[src/rtl/v810_icache_tagctl.sv]
// Tag-side controller for the direct-mapped instruction cache.
// Drives the tag RAM read address and write port, serves fetch lookups,
// requests line fills on a miss, and runs range / post-reset invalidation.
// Every output is a register; the tag RAM read data is the only input
// that feeds a decision combinationally (the hit compare in LOOKUP).

module v810_icache_tagctl #(
    parameter int IDX_W = 7,
    parameter int OFS_W = 3,
    parameter int TAG_W = 22
) (
    input  logic               clk,
    input  logic               res_n,
    input  logic               en,
    output logic               busy,

    input  logic               lk_req,
    input  logic [31:0]        lk_addr,
    output logic               lk_ack,
    output logic               lk_hit,
    output logic               lk_err,

    output logic               fill_req,
    output logic [31:0]        fill_addr,
    input  logic               fill_ack,
    input  logic               fill_err,

    input  logic               clr_req,
    input  logic [IDX_W-1:0]   clr_start,
    input  logic [IDX_W:0]     clr_count,
    output logic               clr_done,

    output logic [IDX_W-1:0]   tr_rd_addr,
    input  logic [TAG_W:0]     tr_rd_data,
    output logic               tr_wr_en,
    output logic [IDX_W-1:0]   tr_wr_addr,
    output logic [TAG_W:0]     tr_wr_data
);

    // state  | meaning
    // RSTCLR | after reset: write {0,0} to every line, no clr_done
    // IDLE   | sample clr_req (priority) then lk_req
    // LOOKUP | tag RAM read of the latched index, hit compare
    // FILL   | fill_req held with a stable fill_addr until fill_ack
    // WRTAG  | write {1,tag} for the freshly filled line
    // CLEAR  | write {0,0} at start+k, index wrapping, then clr_done

    localparam int LINES = 2 ** IDX_W;

    typedef enum logic [2:0] {
        S_RSTCLR,
        S_IDLE,
        S_LOOKUP,
        S_FILL,
        S_WRTAG,
        S_CLEAR
    } state_t;

    state_t             state;
    logic [IDX_W-1:0]   ptr;
    logic [IDX_W:0]     left;
    logic [TAG_W-1:0]   req_tag;
    logic [IDX_W-1:0]   req_idx;
    logic               hit;
    logic               unused_ofs;

    // Resident when the stored entry is valid and its tag matches the request.
    assign hit = tr_rd_data[TAG_W] && (tr_rd_data[TAG_W-1:0] == req_tag);

    // Byte offset within the line never reaches the tag RAM.
    assign unused_ofs = ^lk_addr[OFS_W-1:0];

    // Controller FSM with registered outputs. The read address is parked one
    // index past any line being written so the RAM never sees a same-index
    // read-during-write.
    always_ff @(posedge clk or negedge res_n) begin
        if (!res_n) begin
            state      <= S_RSTCLR;
            ptr        <= '0;
            left       <= (IDX_W+1)'(LINES);
            req_tag    <= '0;
            req_idx    <= '0;
            busy       <= 1'b0;
            lk_ack     <= 1'b0;
            lk_hit     <= 1'b0;
            lk_err     <= 1'b0;
            fill_req   <= 1'b0;
            fill_addr  <= '0;
            clr_done   <= 1'b0;
            tr_rd_addr <= '0;
            tr_wr_en   <= 1'b0;
            tr_wr_addr <= '0;
            tr_wr_data <= '0;
        end else begin
            lk_ack   <= 1'b0;
            lk_hit   <= 1'b0;
            lk_err   <= 1'b0;
            clr_done <= 1'b0;
            tr_wr_en <= 1'b0;

            case (state)
                S_RSTCLR, S_CLEAR: begin
                    if (left != '0) begin
                        busy       <= 1'b1;
                        tr_wr_en   <= 1'b1;
                        tr_wr_addr <= ptr;
                        tr_wr_data <= '0;
                        tr_rd_addr <= ptr + 1'b1;
                        ptr        <= ptr + 1'b1;
                        left       <= left - 1'b1;
                    end else begin
                        busy     <= 1'b0;
                        clr_done <= (state == S_CLEAR);
                        state    <= S_IDLE;
                    end
                end

                S_IDLE: begin
                    if (clr_req) begin
                        if (clr_count == '0) begin
                            clr_done <= 1'b1;
                        end else begin
                            ptr   <= clr_start;
                            left  <= clr_count;
                            busy  <= 1'b1;
                            state <= S_CLEAR;
                        end
                    end else if (lk_req) begin
                        req_tag <= lk_addr[31 -: TAG_W];
                        req_idx <= lk_addr[OFS_W +: IDX_W];
                        if (en) begin
                            tr_rd_addr <= lk_addr[OFS_W +: IDX_W];
                            busy       <= 1'b1;
                            state      <= S_LOOKUP;
                        end else begin
                            lk_ack <= 1'b1;
                        end
                    end
                end

                S_LOOKUP: begin
                    if (hit) begin
                        lk_ack <= 1'b1;
                        lk_hit <= 1'b1;
                        busy   <= 1'b0;
                        state  <= S_IDLE;
                    end else begin
                        fill_req  <= 1'b1;
                        fill_addr <= {req_tag, req_idx, {OFS_W{1'b0}}};
                        state     <= S_FILL;
                    end
                end

                S_FILL: begin
                    if (fill_ack) begin
                        fill_req <= 1'b0;
                        if (fill_err) begin
                            lk_ack <= 1'b1;
                            lk_err <= 1'b1;
                            busy   <= 1'b0;
                            state  <= S_IDLE;
                        end else begin
                            tr_wr_en   <= 1'b1;
                            tr_wr_addr <= req_idx;
                            tr_wr_data <= {1'b1, req_tag};
                            tr_rd_addr <= req_idx + 1'b1;
                            state      <= S_WRTAG;
                        end
                    end
                end

                S_WRTAG: begin
                    lk_ack <= 1'b1;
                    busy   <= 1'b0;
                    state  <= S_IDLE;
                end

                default: begin
                    busy  <= 1'b0;
                    state <= S_IDLE;
                end
            endcase
        end
    end

endmodule

[config.mk]
export PLATFORM = sky130hd
export DESIGN_NAME = v810_icache_tagctl
export DESIGN_NICKNAME = d
export VERILOG_FILES = /design/src/rtl/v810_icache_tagctl.sv
export SDC_FILE = /design/constraint.sdc
export NUM_CORES = 1
export LEC_CHECK = 0
export ABC_AREA = 1
export CORE_MARGIN = 4
export CORE_UTILIZATION = 53
export DETAILED_ROUTE_END_ITERATION = 10
export PLACE_DENSITY = 0.85
export SYNTH_ARGS = -nofsm -noshare
export SYNTH_HDL_FRONTEND = slang
export SYNTH_SLANG_ARGS = --single-unit
[constraint.sdc]
create_clock -name clk -period 3.9 [get_ports clk]
set_input_delay 0.78 -clock clk [delete_from_list [all_inputs] [get_ports clk]]
set_output_delay 0.78 -clock clk [all_outputs]
set_load 0.02 [all_outputs]
== Yosys cells after proc, flatten, opt, wreduce, memory -nomap -nowiden ==
Cells that the tools add are included.

* Bits in registers: 120
* Input bits: 77
* Output and inout bits: 76
* Word-level logic and storage cells: 118

* Add/subtract/negate cells: 3
* Equal/unequal tests: 21
* Mux-type cells: 59
* Bitwise logic cells: 2
* Reduce and logical (&&, ||, !) cells: 17

{| class="wikitable"
|+ Operators with widths
! operator !! number
|-
| 7-bit two-way mux || 11
|-
| 23-bit two-way mux || 3
|-
| 23-bit case mux with 2 select lines || 1
|-
| 7-bit case mux with 2 select lines || 2
|-
| 8-bit two-way mux || 3
|-
| 2-bit != test (second input constant) || 12
|-
| 1-bit two-way mux || 23
|-
| 22-bit == test || 1
|-
| 3-bit two-way mux || 7
|-
| 7-bit case mux with 3 select lines || 1
|-
| 8-bit case mux with 2 select lines || 1
|-
| 7-bit by 1-bit adder with 7-bit output (second input constant) || 2
|-
| 3-bit case mux with 4 select lines || 1
|-
| 3-bit != test (second input constant) || 3
|-
| 8-bit zero test || 1
|-
| 1-bit case mux with 4 select lines || 2
|-
| 4-bit AND reduction || 2
|-
| 8-bit nonzero test || 1
|-
| 8-bit by 1-bit subtractor with 8-bit output (second input constant) || 1
|-
| 7-bit AND reduction || 1
|-
| 3-bit by 2-bit == test with 1-bit output (second input constant) || 2
|-
| 3-bit == test (second input constant) || 2
|-
| 1-bit case mux with 2 select lines || 3
|-
| 3-bit AND reduction || 2
|-
| 11 further kinds || 14
|}

== Depth between registers and ports, before layout ==
Gate-level depths: netlist of the first run.

* Depth in word-level cells: 4
* Mapped depth: 11
* Depth with buffers taken out: 11

== Least setup slack after synthesis of the first run ==
No wires, ideal clock.

* Path type: input to register
* From: input tr_rd_data[7]
* To: register fill_addr[10]
* Setup time: 130 ps
* Arrival time: 1681 ps
* Data required time: 3770 ps
* Path slack: 2089 ps
* Stages on the path: 10
* Path buffers: 1
* Cell sequence: inv_1 nand2_1 nand2_1 nor2_1 nand2_1 nor2_1 nand3_1 nand2_1 clkbuf_1 o21ai_0

* Cells in the longest elaborated chain, start to end: 4

{| class="wikitable"
|+ Ends and longest elaborated chain
! element !! line !! text
|-
| from (decl) || 34 || <nowiki>input logic [TAG_W:0] tr_rd_data,</nowiki>
|-
| 22-bit == test || 68 || <nowiki>assign hit = tr_rd_data[TAG_W] && (tr_rd_data[TAG_W-1:0] == req_tag);</nowiki>
|-
| 1-bit logical AND || 68 ||
|-
| 1-bit inverter (no line) || -- ||
|-
| 2-bit AND reduction (no line) || -- ||
|-
| to (signal assigned) || 149 || <nowiki>fill_addr <= {req_tag, req_idx, {OFS_W{1'b0}}};</nowiki>
|-
| to (decl) || 24 || <nowiki>output logic [31:0] fill_addr,</nowiki>
|}

Every way passes these cells.
A chain may end at the register's enable or synchronous reset.

== Final worst setup path of the first run ==
* From: input tr_rd_data[2]
* To: register fill_addr[26]

The elaborated chain is that of the path after synthesis.

==> results of run 1 <==
-- worst paths after layout --
kind / end / slack (ps)
worst max-delay path: fill_addr[26] / 1400
worst min-delay path: fill_addr[14] / 390
worst max register to register: fill_addr[26] / 1750
worst min register to register: tr_wr_data[22] / 470
max in group asynchronous: fill_addr[8] / 2610
min in group clk: tr_wr_data[22] / 470
-- per-stage QoR --
step | hold WS [ps] | cell area, um^2 | cells | total power, uW
2_1_floorplan | 484.4 | 5799 | 718 | 4217
3_3_place_gp | 456.5 | 7305 | 976 | 5154
3_5_place_dp | 464.1 | 7305 | 976 | 5277
4_1_cts | 444.2 | 7958 | 1007 | 7020
5_1_grt | 477.8 | 7958 | 1007 | 7512
6_report | 391.8 | 7958 | 1007 | 7008
-- cell families (layout without fill, tap and decap cells) --
kind of cell | Yosys count | after routing | synth area share [%]
other cells | 1 | 3 | 0.06475
xor+xnor | 8 | 8 | 1.210
simple gates | 340 | 340 | 24.61
compound gates | 134 | 134 | 13.07
buf+inv | 108 | 261 | 8.144
mux | 1 | 1 | 0.1728
fa+ha+maj | 4 | 4 | 0.8642
flops | 120 | 120 | 51.87
-- cell type report --
class	instances	area share [%]
Clock buffer	24	6.164
Multi-Input combinational cell	490	29.29
Tap cell	136	2.138
Clock inverter	7	2.044
Inverter	78	3.711
Sequential cell	120	37.75
Timing Repair Buffer	152	18.90
-- synth_stat cells --
cell,instances
conb_1,1
buf_4,4
nand4_1,4
o21ai_1,3
nand2_2,8
nand2b_1,1
clkbuf_1,7
nor2_1,43
nand2_1,229
mux2i_1,1
o21ai_0,92
xnor2_1,1
a31oi_1,8
nor2_4,1
nand3_2,2
nor3_1,3
or2_2,1
a21oi_2,1
o31ai_1,3
inv_4,1
xor2_1,7
inv_1,71
nor3_2,1
a21oi_1,5
nand3_1,39
buf_2,15
buf_6,4
dfrtp_1,119
o22ai_1,6
nand2_4,3
o21ai_2,14
dfstp_2,1
inv_2,6
nor2_2,5
o211ai_1,2
ha_1,4
-- flip-flops by register name (all words and copies together) (netlist names), 7 cells and up --
register and cells:
left 8, req_idx 7, tr_wr_addr 7, tr_rd_addr 7, fill_addr 29, ptr 7
tr_wr_data 23, req_tag 22
-- worst register-to-register path: stages (launching register included) --
cell     delay, ps
dfrtp_1        360
inv_1          160
o21ai_0        130
nor2_1         150
nand2_1         70
nor2_1         130
nand3_1        100
nand2_2        510
buf_4          310
nand2_1         70
o21ai_0         90
-- metal layers --
layer	vias to the layer above	GRT usage (%)
met2	249	40.88
met5	-	0
met3	32	6.739
met4	0	8.734
met1	2531	33.77
li1	2568	-
-- power breakdown --
part           leakage [uW]  switching (uW)  internal (uW)  total (uW)
sequential          0.00153             327           1770        2100
clock              0.000317             522           1180        1710
combinational       0.00195            2010           1190        3200
==> results.md, run 1 <==
* Setup ws final at 1397 ps
* Die Y at 112.5 um
* Register area at 0.003004 mm^2
* DR WL/cell at 15.72 um
* Drt drc at 0
* Drt first-iter violations at 412
* Die X at around 110 um
* Die area at 0.01266 mm^2
* First-pass GRT wire length at between 20 and 30 mm
* Syn Area/Cell at 8.089 um^2
* Hold-fix buffers, CTS at 0
* Clock Sinks at 120
* Crit path top cell by count: nand2_1
* DP HPWL at 11.28 mm
* Pleak at 0.003801 uW
* PwrDens at 880.6 mW/mm^2
* VDD IR max at 527.5 uV
* Post-CTS Setup Repair Bufs at 0
* GP Congestion at ~0.9
* Crit path largest cell delay at 510 ps
* Synth area leader: dfrtp_1
* Critical Path Sink Type: flop
* Total iterations of the first detailed-routing run at 6
* Top sig layer: met4
* Initial antenna violation count at 0
* CTS Buf Count at 17
* Net count, final at 940
* Bufs and invs on worst path at 3
* Vias/cell at 5.343
* Register area share after synthesis at 51.87%
* Clk_lat worst skew at 510 ps
* Crit-path slowest cell: nand2_2
* Max cap viols at 0
* Site Rows at 37
* Core Area at approximately 0.010 mm^2
* FF+latch count, synth at 120
* RSZ-0062 raised after global routing: no
* RR Startpoint: req_tag[14]
* Clock Pin Slew Worst Setup and Hold Paths at 50 ps
* End-of-flow core utilization at 76.06%
* CP startpoint: tr_rd_data[2]
* Crit path max-delay family: simple AND/OR/NAND/NOR gates
* CP Launch Type: input port
* Setup violators final at 0
* Crit path required time at 4320 ps
* Longest Clk Path Bufs at 2
* Routed length on met3 at 1.218 mm
* Synth-to-Final Area Change at 37.39%
* Vias at 5380
* Outcome: complete, no violations
* Post-Synthesis Cells at ~720
* IO buf count at approximately 150
* Htree depth at 4
* Worst slew pin tran at 966.5 ps
* GRT Total Usage at roughly a quarter
* Share of the synthesized area in the top cell type at 51.41%
* CP max FO at 37
* Antenna-violating nets left at 0
* Final Hold Fails at 0
* CTS tree: done
* # resized after CTS at 0
* R2R cell count at 10
* Clock root cell: clkbuf_8
* Critical-path cell list: clkdlybuf4s50_1 -> inv_1 -> nand2_1 -> nand2_1 -> nor2_1 -> nand2_1 -> nor2_1 -> nand3_1 -> nand2_2 -> buf_4 -> nand2_1 -> o21ai_0
* Synth cell types at 36
* Largest net degree at the start of global routing at 78
* Starting density of the core at 55.36%
* Fill cells at 735
* I/O Pins at approximately 150
* Clk_skew at 6.706 ps
* Synth area leaders: dfrtp_1 51%, nand2_1 15%, o21ai_0 7.9%
* Synth warn at 0
* Final Slew Violations at 0
* Most common cell after layout, fill and taps aside: nand2_1
* Final wirelength at approximately 16 mm
* Total congestion overflow at 0
* Worst slew margin at between 30% and 40%
* Layout cells sized above 1 at between 9 and 10%
* Instance count on the critical path at 12
* Period minus WS final at 2503 ps
* Multi-input gate area at 0.002331 mm^2
* Crit path DAT at 2920 ps
* WS Path Type: input port to flop
* Vias in the first global route at approximately 5400
* M1 wire length at 6.695 mm
* Tcrit/Tclk final at 64.18%
* Worst hold-check path type: input port to asynchronous set/reset pin
* Antenna cells at 0
* WL met2 at 7.574 mm
* Pre-CTS setup slack at 931.9 ps
* Setup TNS at 0 ps
* Commonest cells after routing, fill and taps aside: 228 x nand2_1, 145 x clkdlybuf4s50_1, 119 x dfrtp_1
* Max Fclk at 399.5 MHz
* Synthesized area at roughly 0.0058 mm^2
No activity file was read; power rests on OpenSTA's default activity.
==> run 2: changes to the inputs <==
CORE_UTILIZATION = 44   (was 53)
PLACE_DENSITY = 0.75   (was 0.85)
clock period = 2.2 ns   (was 3.9 ns; I/O delays follow)
==> run 2 against run 1 <==
Clock skew decreased by 0.76 ps. Register-to-register slack got worse by 1500 ps. Wire length decreased by 0.96%. Critical path type is now flop to flop. Critical endpoint is now tr_rd_addr[2].
==> results.md, run 2 (synthesis gave the netlist of run 1 again) <==
* Drt drc at 0 (unchanged)
* First-pass GRT wire length at 24.83 mm (-4.8%)
* Total congestion overflow at 0 (unchanged)
* Drt first-iter violations at 411 (-0.24%)
* Total iterations of the first detailed-routing run at 5 (-1)
* Final cell count without fillers at 1050 (+4.3%)
* Most flops, register: fill_addr
* CP Launch Type: flop
* Fin area at 0.008084 mm^2 (+1.6%)
* Synth-to-Final Area Change at 39.58%
* Tcrit/Tclk final at 86.60%
* Max Fclk at 524.9 MHz
* Net Sw Frac at 40.73% (-0.13 points)
* Core Area at 0.01277 mm^2 (+22%)
* Hold depth at 2
* Final Slew Violations at 0 (unchanged)
* Worst slew margin at 66.02% (+30 points)
* Initial antenna violation count at 0 (unchanged)
* GRT Total Usage at 21.64% (-3.9 points)
* DP HPWL at 11.29 mm (about the same)
* Bufs and invs on worst path at 2 (-1)
* Clk_skew at 5.950 ps (-0.7559 ps)
* CP startpoint: state[0]
* Hold-fix buffers, CTS at 1 (+1)
* Crit path max-delay family: simple AND/OR/NAND/NOR gates
* Seq pwr share at 30.0% (about the same)
* Clock root cell: clkbuf_16
* Crit path required time at 2500 ps (-1820 ps)
* Layout cells sized above 1 at 10.02% (+0.72 points)
* Post-CTS Setup Repair Bufs at 0 (unchanged)
* Clk_lat worst skew at 420 ps (-90 ps)
* Crit path largest cell delay at 470 ps (-40 ps)
* Vias in the first global route at 5022 (-6.8%)
* Die X at 122.7 um (+9.1%)
* Critical-path cell list: inv_2 -> nor2_4 -> nand2_4 -> a31oi_1 -> nor3_1 -> nand2_1 -> inv_1 -> nand2_1 -> nand2_1
* Total Power at 12400 uW (+77%)
* Largest net degree at the start of global routing at 54 (-31%)
* # resized after CTS at 0 (unchanged)
* DR WL/cell at 14.93 um (-5.0%)
* Crit path top cell by count: nand2_1
* Vias at 5222 (-2.9%)
* RR Startpoint: state[0]
* Clock Sinks at 120 (unchanged)
* Period minus WS final at 1905 ps
* Antenna cells at 0 (unchanged)
* Flop2flop setup slack at 290 ps (-1460 ps)
* Reg2reg end: tr_rd_addr[2]
* Die area at 0.01506 mm^2 (+19%)
* Largest registers: fill_addr: 29 flops, tr_wr_data: 23 flops, req_tag: 22 flops
* Crit-path slowest cell: dfrtp_1
* DP Cell Count at 1018 (+4.3%)
* PwrDens at 1534 mW/mm^2 (+74%)
* Crit path DAT at 2210 ps (-710 ps)
* Net count, final at 947 (+0.74%)
* Final Hold Fails at 0 (unchanged)
* Max reg flops at 29 (unchanged)
* I/O Pins at 153 (unchanged)
* VDD IR max at 1127 uV (+110%)
* R2R cell count at 9 (-1)
* Starting density of the core at 45.34% (-10 points)
* Pleak at 0.003849 uW (+1.3%)
* CP endpoint: tr_rd_addr[2]
* DP Area at 0.007445 mm^2 (+1.9%)
* Htree depth at 4 (unchanged)
* Max cap viols at 0 (unchanged)
* IO buf count at 146 (unchanged)
* Die Y at 122.7 um (+9.1%)
* Power share of the combinational group at 46.3% (+0.6 points)
* CTS Buf Count at 17 (unchanged)
* Setup TNS at 0 ps (unchanged)
* CTS tree: done
* Instance count on the critical path at 9 (-3)
* CP max FO at 18 (-51%)
* Worst hold-check path type: flop to flop
* Antenna-violating nets left at 0 (unchanged)
* Setup violators final at 0 (unchanged)
* Clock power share at 23.8% (-0.5 points)
* Outcome: complete, no violations
* Clock Pin Slew Worst Setup and Hold Paths at 50 ps (about the same)
* Int Power at 7348 uW (+77%)
* Commonest cells after routing, fill and taps aside: 228 x nand2_1, 145 x clkdlybuf4s50_1, 119 x dfrtp_1
* Critical Path Sink Type: flop
* Final wirelength at 15.67 mm (-0.96%)
* Longest Clk Path Bufs at 2 (unchanged)
* WS Path Type: flop to flop
* GP Congestion at 0.8790 (-2.2%)
* WHS at 477.4 ps (+85.56 ps)
* Worst slew pin tran at 509.6 ps (-456.8 ps)
* Psw at 5050 uW (+76%)
* Most common cell after layout, fill and taps aside: nand2_1
* Site Rows at 41 (+11%)
* RSZ-0062 raised after global routing: no
* Vias/cell at 4.973 (-6.9%)
run 2: cell types whose count changed in the layout (fill, tap and decap cells not counted), moves of 2 or more:
cell / change
clkinv_2: +4
buf_12: +4
clkbuf_8: -2
buf_4: +2
run 2: how the worst min path moves through the flow:
stage                  start             to  slack, ps
6_report       tr_rd_addr[2]  tr_rd_addr[2]        480
2_1_floorplan          res_n           busy        140
3_3_place_gp           res_n  tr_wr_data[8]        440
5_1_grt        tr_rd_addr[1]  tr_rd_addr[1]        500
4_1_cts        tr_rd_addr[2]  tr_rd_addr[2]        480
3_5_place_dp           res_n  fill_addr[18]        440
run 2: area by class of cell:
cell class | count | area [um^2]
clock inverters | 9 | 145.1
fillers | 1076 | 4690
multi-input cells | 490 | 2331
clock buffers | 22 | 484.2
repair buffers | 159 | 1609
flip-flops and latches | 120 | 3004
inverters | 78 | 295.3
well taps | 172 | 215.2
run 2: worst register-to-register path: cells and delay by family, from the launching register on:
family	cells	cell delay [ps]
buffers and inverters	2	240
AOI/OAI and AO/OA	1	180
and+or+nand+nor	6	900
DFF	1	470
run 2: metal layers:
layer / global-route usage, % / routed length (um) / share of wire (%)
met1: 27.61 / 6626 / 42
met2: 35.02 / 7516 / 48
met3: 6.682 / 1259 / 8.0
met4: 7.278 / 272 / 1.7
met5: 0 / 0 / 0
run 2: metrics by stage:
stage | setup slack, ps | util, %
after floorplan | 653.7 | -
after global placement | 50.16 | 58.28
after detailed placement | -12.15 | 58.28
after CTS | 305.2 | 63.29
after global routing | 107.5 | 63.29
final | 294.9 | 63.29
run 2: power groups by stage:
stage	combinational [uW]	clock [uW]	sequential [uW]
2_1_floorplan	3280	0	4190
3_3_place_gp	5630	0	3700
3_5_place_dp	5750	0	3730
4_1_cts	5800	2990	3710
5_1_grt	6380	3100	3820
6_report	5740	2940	3710
==> run 3: changes to the inputs <==
MAX_ROUTING_LAYER = met4   (was not set)
==> run 3 against run 2 <==
Fmax is 0.58% lower. Final area unchanged. Combinational power about the same. Critical path depth unchanged. Die area stayed put. Highest routed layer unchanged.
==> results.md, run 3 (synthesis gave the netlist of run 1 again) <==
* Outcome: complete, no violations
* GR Layer Usage met3 at 6.359% (-0.32 points)
* Vias at 5204 (-0.34%)
* Final wirelength at 15.72 mm (+0.32%)
* Net count, final at 947 (unchanged)
* Final cell count without fillers at 1050 (unchanged)
* Core Area at 0.01277 mm^2 (unchanged)
* CP max FO at 18 (unchanged)
* DR WL/cell at 14.98 um (+0.32%)
* CP Launch Type: flop
* RSZ-0062 raised after global routing: no
* I/O Pins at 153 (unchanged)
* Die area at 0.01506 mm^2 (unchanged)
* Period minus WS final at 1916 ps (+11.02 ps)
* Clock root cell: clkbuf_16
* Antenna cells at 0 (unchanged)
* Htree depth at 4 (unchanged)
* Fin area at 0.008084 mm^2 (unchanged)
* Commonest cells after routing, fill and taps aside: 228 x nand2_1, 145 x clkdlybuf4s50_1, 119 x dfrtp_1
* Largest registers: fill_addr: 29 flops, tr_wr_data: 23 flops, req_tag: 22 flops
* Crit path DAT at 2220 ps (about the same)
* Critical Path Sink Type: flop
* Hold-fix buffers, CTS at 1 (unchanged)
* Post-CTS Setup Repair Bufs at 0 (unchanged)
* Starting density of the core at 45.34% (unchanged)
* Vias in the first global route at 5030 (+0.16%)
* First-pass GRT wire length at 24.82 mm (about the same)
* Final Hold Fails at 0 (unchanged)
* PwrDens at 1535 mW/mm^2 (about the same)
* Clock Pin Slew Worst Setup and Hold Paths at 50 ps (about the same)
* Gr busiest metal: met2
* Vias/cell at 4.956 (-0.34%)
* Clk_skew at 6.139 ps (+0.1884 ps)
* Antenna-violating nets left at 0 (unchanged)
* Site Rows at 41 (unchanged)
* Clock Sinks at 120 (unchanged)
* Setup ws final at 283.9 ps (-11.02 ps)
* Initial antenna violation count at 0 (unchanged)
* Met1 Use GR at 27.79% (+0.18 points)
* VDD IR max at 1144 uV (+1.5%)
* Max reg flops at 29 (unchanged)
* Worst slew margin at 66.14% (+0.11 points)
* Flop2flop setup slack at 280 ps (about the same)
* Met2 Track Usage GR at 35.05% (about the same)
* Tcrit/Tclk final at 87.10% (+0.50 points)
* Drt first-iter violations at 399 (-2.9%)
* Worst slew pin tran at 507.9 ps (-1.715 ps)
* WS Path Type: flop to flop
* Layout cells sized above 1 at 10.02% (unchanged)
* Final Slew Violations at 0 (unchanged)
* DP HPWL at 11.29 mm (unchanged)
* GP Congestion at 0.8936 (+1.7%)
* CTS Buf Count at 17 (unchanged)
* Total iterations of the first detailed-routing run at 5 (unchanged)
* Die Y at 122.7 um (unchanged)
* Drt drc at 0 (unchanged)
* Most common cell after layout, fill and taps aside: nand2_1
* Total congestion overflow at 0 (unchanged)
* Max cap viols at 0 (unchanged)
* Die X at 122.7 um (unchanged)
* Crit path required time at 2510 ps (about the same)
* Setup violators final at 0 (unchanged)
* IO buf count at 146 (unchanged)
* DP Area at 0.007445 mm^2 (unchanged)
* GRT Total Usage at 22.33% (+0.69 points)
* Clk_lat worst skew at 420 ps (about the same)
* Setup TNS at 0 ps (unchanged)
* CTS tree: done
* # resized after CTS at 0 (unchanged)
* DP Cell Count at 1018 (unchanged)
* Longest Clk Path Bufs at 2 (unchanged)
* Max Fclk at 521.9 MHz (-0.58%)
* Worst hold-check path type: flop to flop
* Most flops, register: fill_addr
* Largest net degree at the start of global routing at 54 (unchanged)
* Synth-to-Final Area Change at 39.58% (unchanged)
* Pre-CTS setup slack at -12.15 ps (unchanged)
* Pleak at 0.003849 uW (unchanged)
run 3: cell counts in the layout (fill, tap and decap cells not counted):
No cell type changed its count.
run 3: where the power goes:
group          switching (uW)  internal, uW
clock network             948          2000
registers                 574          3140
logic                    3540          2210
total                    5060          7350
run 3: routing by layer:
layer,vias to the layer above,part of all wire (%)
li1,2576,-
met1,2418,44
met2,180,47
met3,30,7.0
met4,0,1.8
met5,-,0
run 3: path summary, 6_finish.rpt:
| kind | start | end | depth (start not counted) |
|---|---|---|---|
| worst max-delay path | state[0] | tr_rd_addr[2] | 9 |
| worst min-delay path | tr_rd_addr[2] | tr_rd_addr[2] | 2 |
| worst max register to register | state[0] | tr_rd_addr[2] | 9 |
| worst min register to register | tr_rd_addr[2] | tr_rd_addr[2] | 2 |
| max in group asynchronous | res_n | left[7] | 3 |
| min in group asynchronous | res_n | req_tag[8] | 2 |
run 3: layout make-up:
type / count / area [um^2]
flip-flops and latches: 120 / 3004
clock inverters: 9 / 145.1
clock buffers: 22 / 484.2
fillers: 1076 / 4690
multi-input cells: 490 / 2331
well taps: 172 / 215.2
inverters: 78 / 295.3
repair buffers: 159 / 1609
run 3: metrics by stage:
| step | hold WS, ps | total power [uW] | utilization (%) |
|---|---|---|---|
| floorplan | 144.4 | 7476 | - |
| global placement | 443.9 | 9331 | 58.28 |
| global route | 500.4 | 13310 | 63.29 |
| finish | 477.9 | 12410 | 63.29 |
| detailed placement | 439.8 | 9477 | 58.28 |
| CTS | 483.1 | 12500 | 63.29 |
run 3: worst max-delay path, stage by stage, from the launching register on:
cell	delay, ps
dfrtp_1	470
inv_2	80
nor2_4	140
nand2_4	170
a31oi_1	180
nor3_1	60
nand2_1	360
inv_1	160
nand2_1	120
nand2_1	50
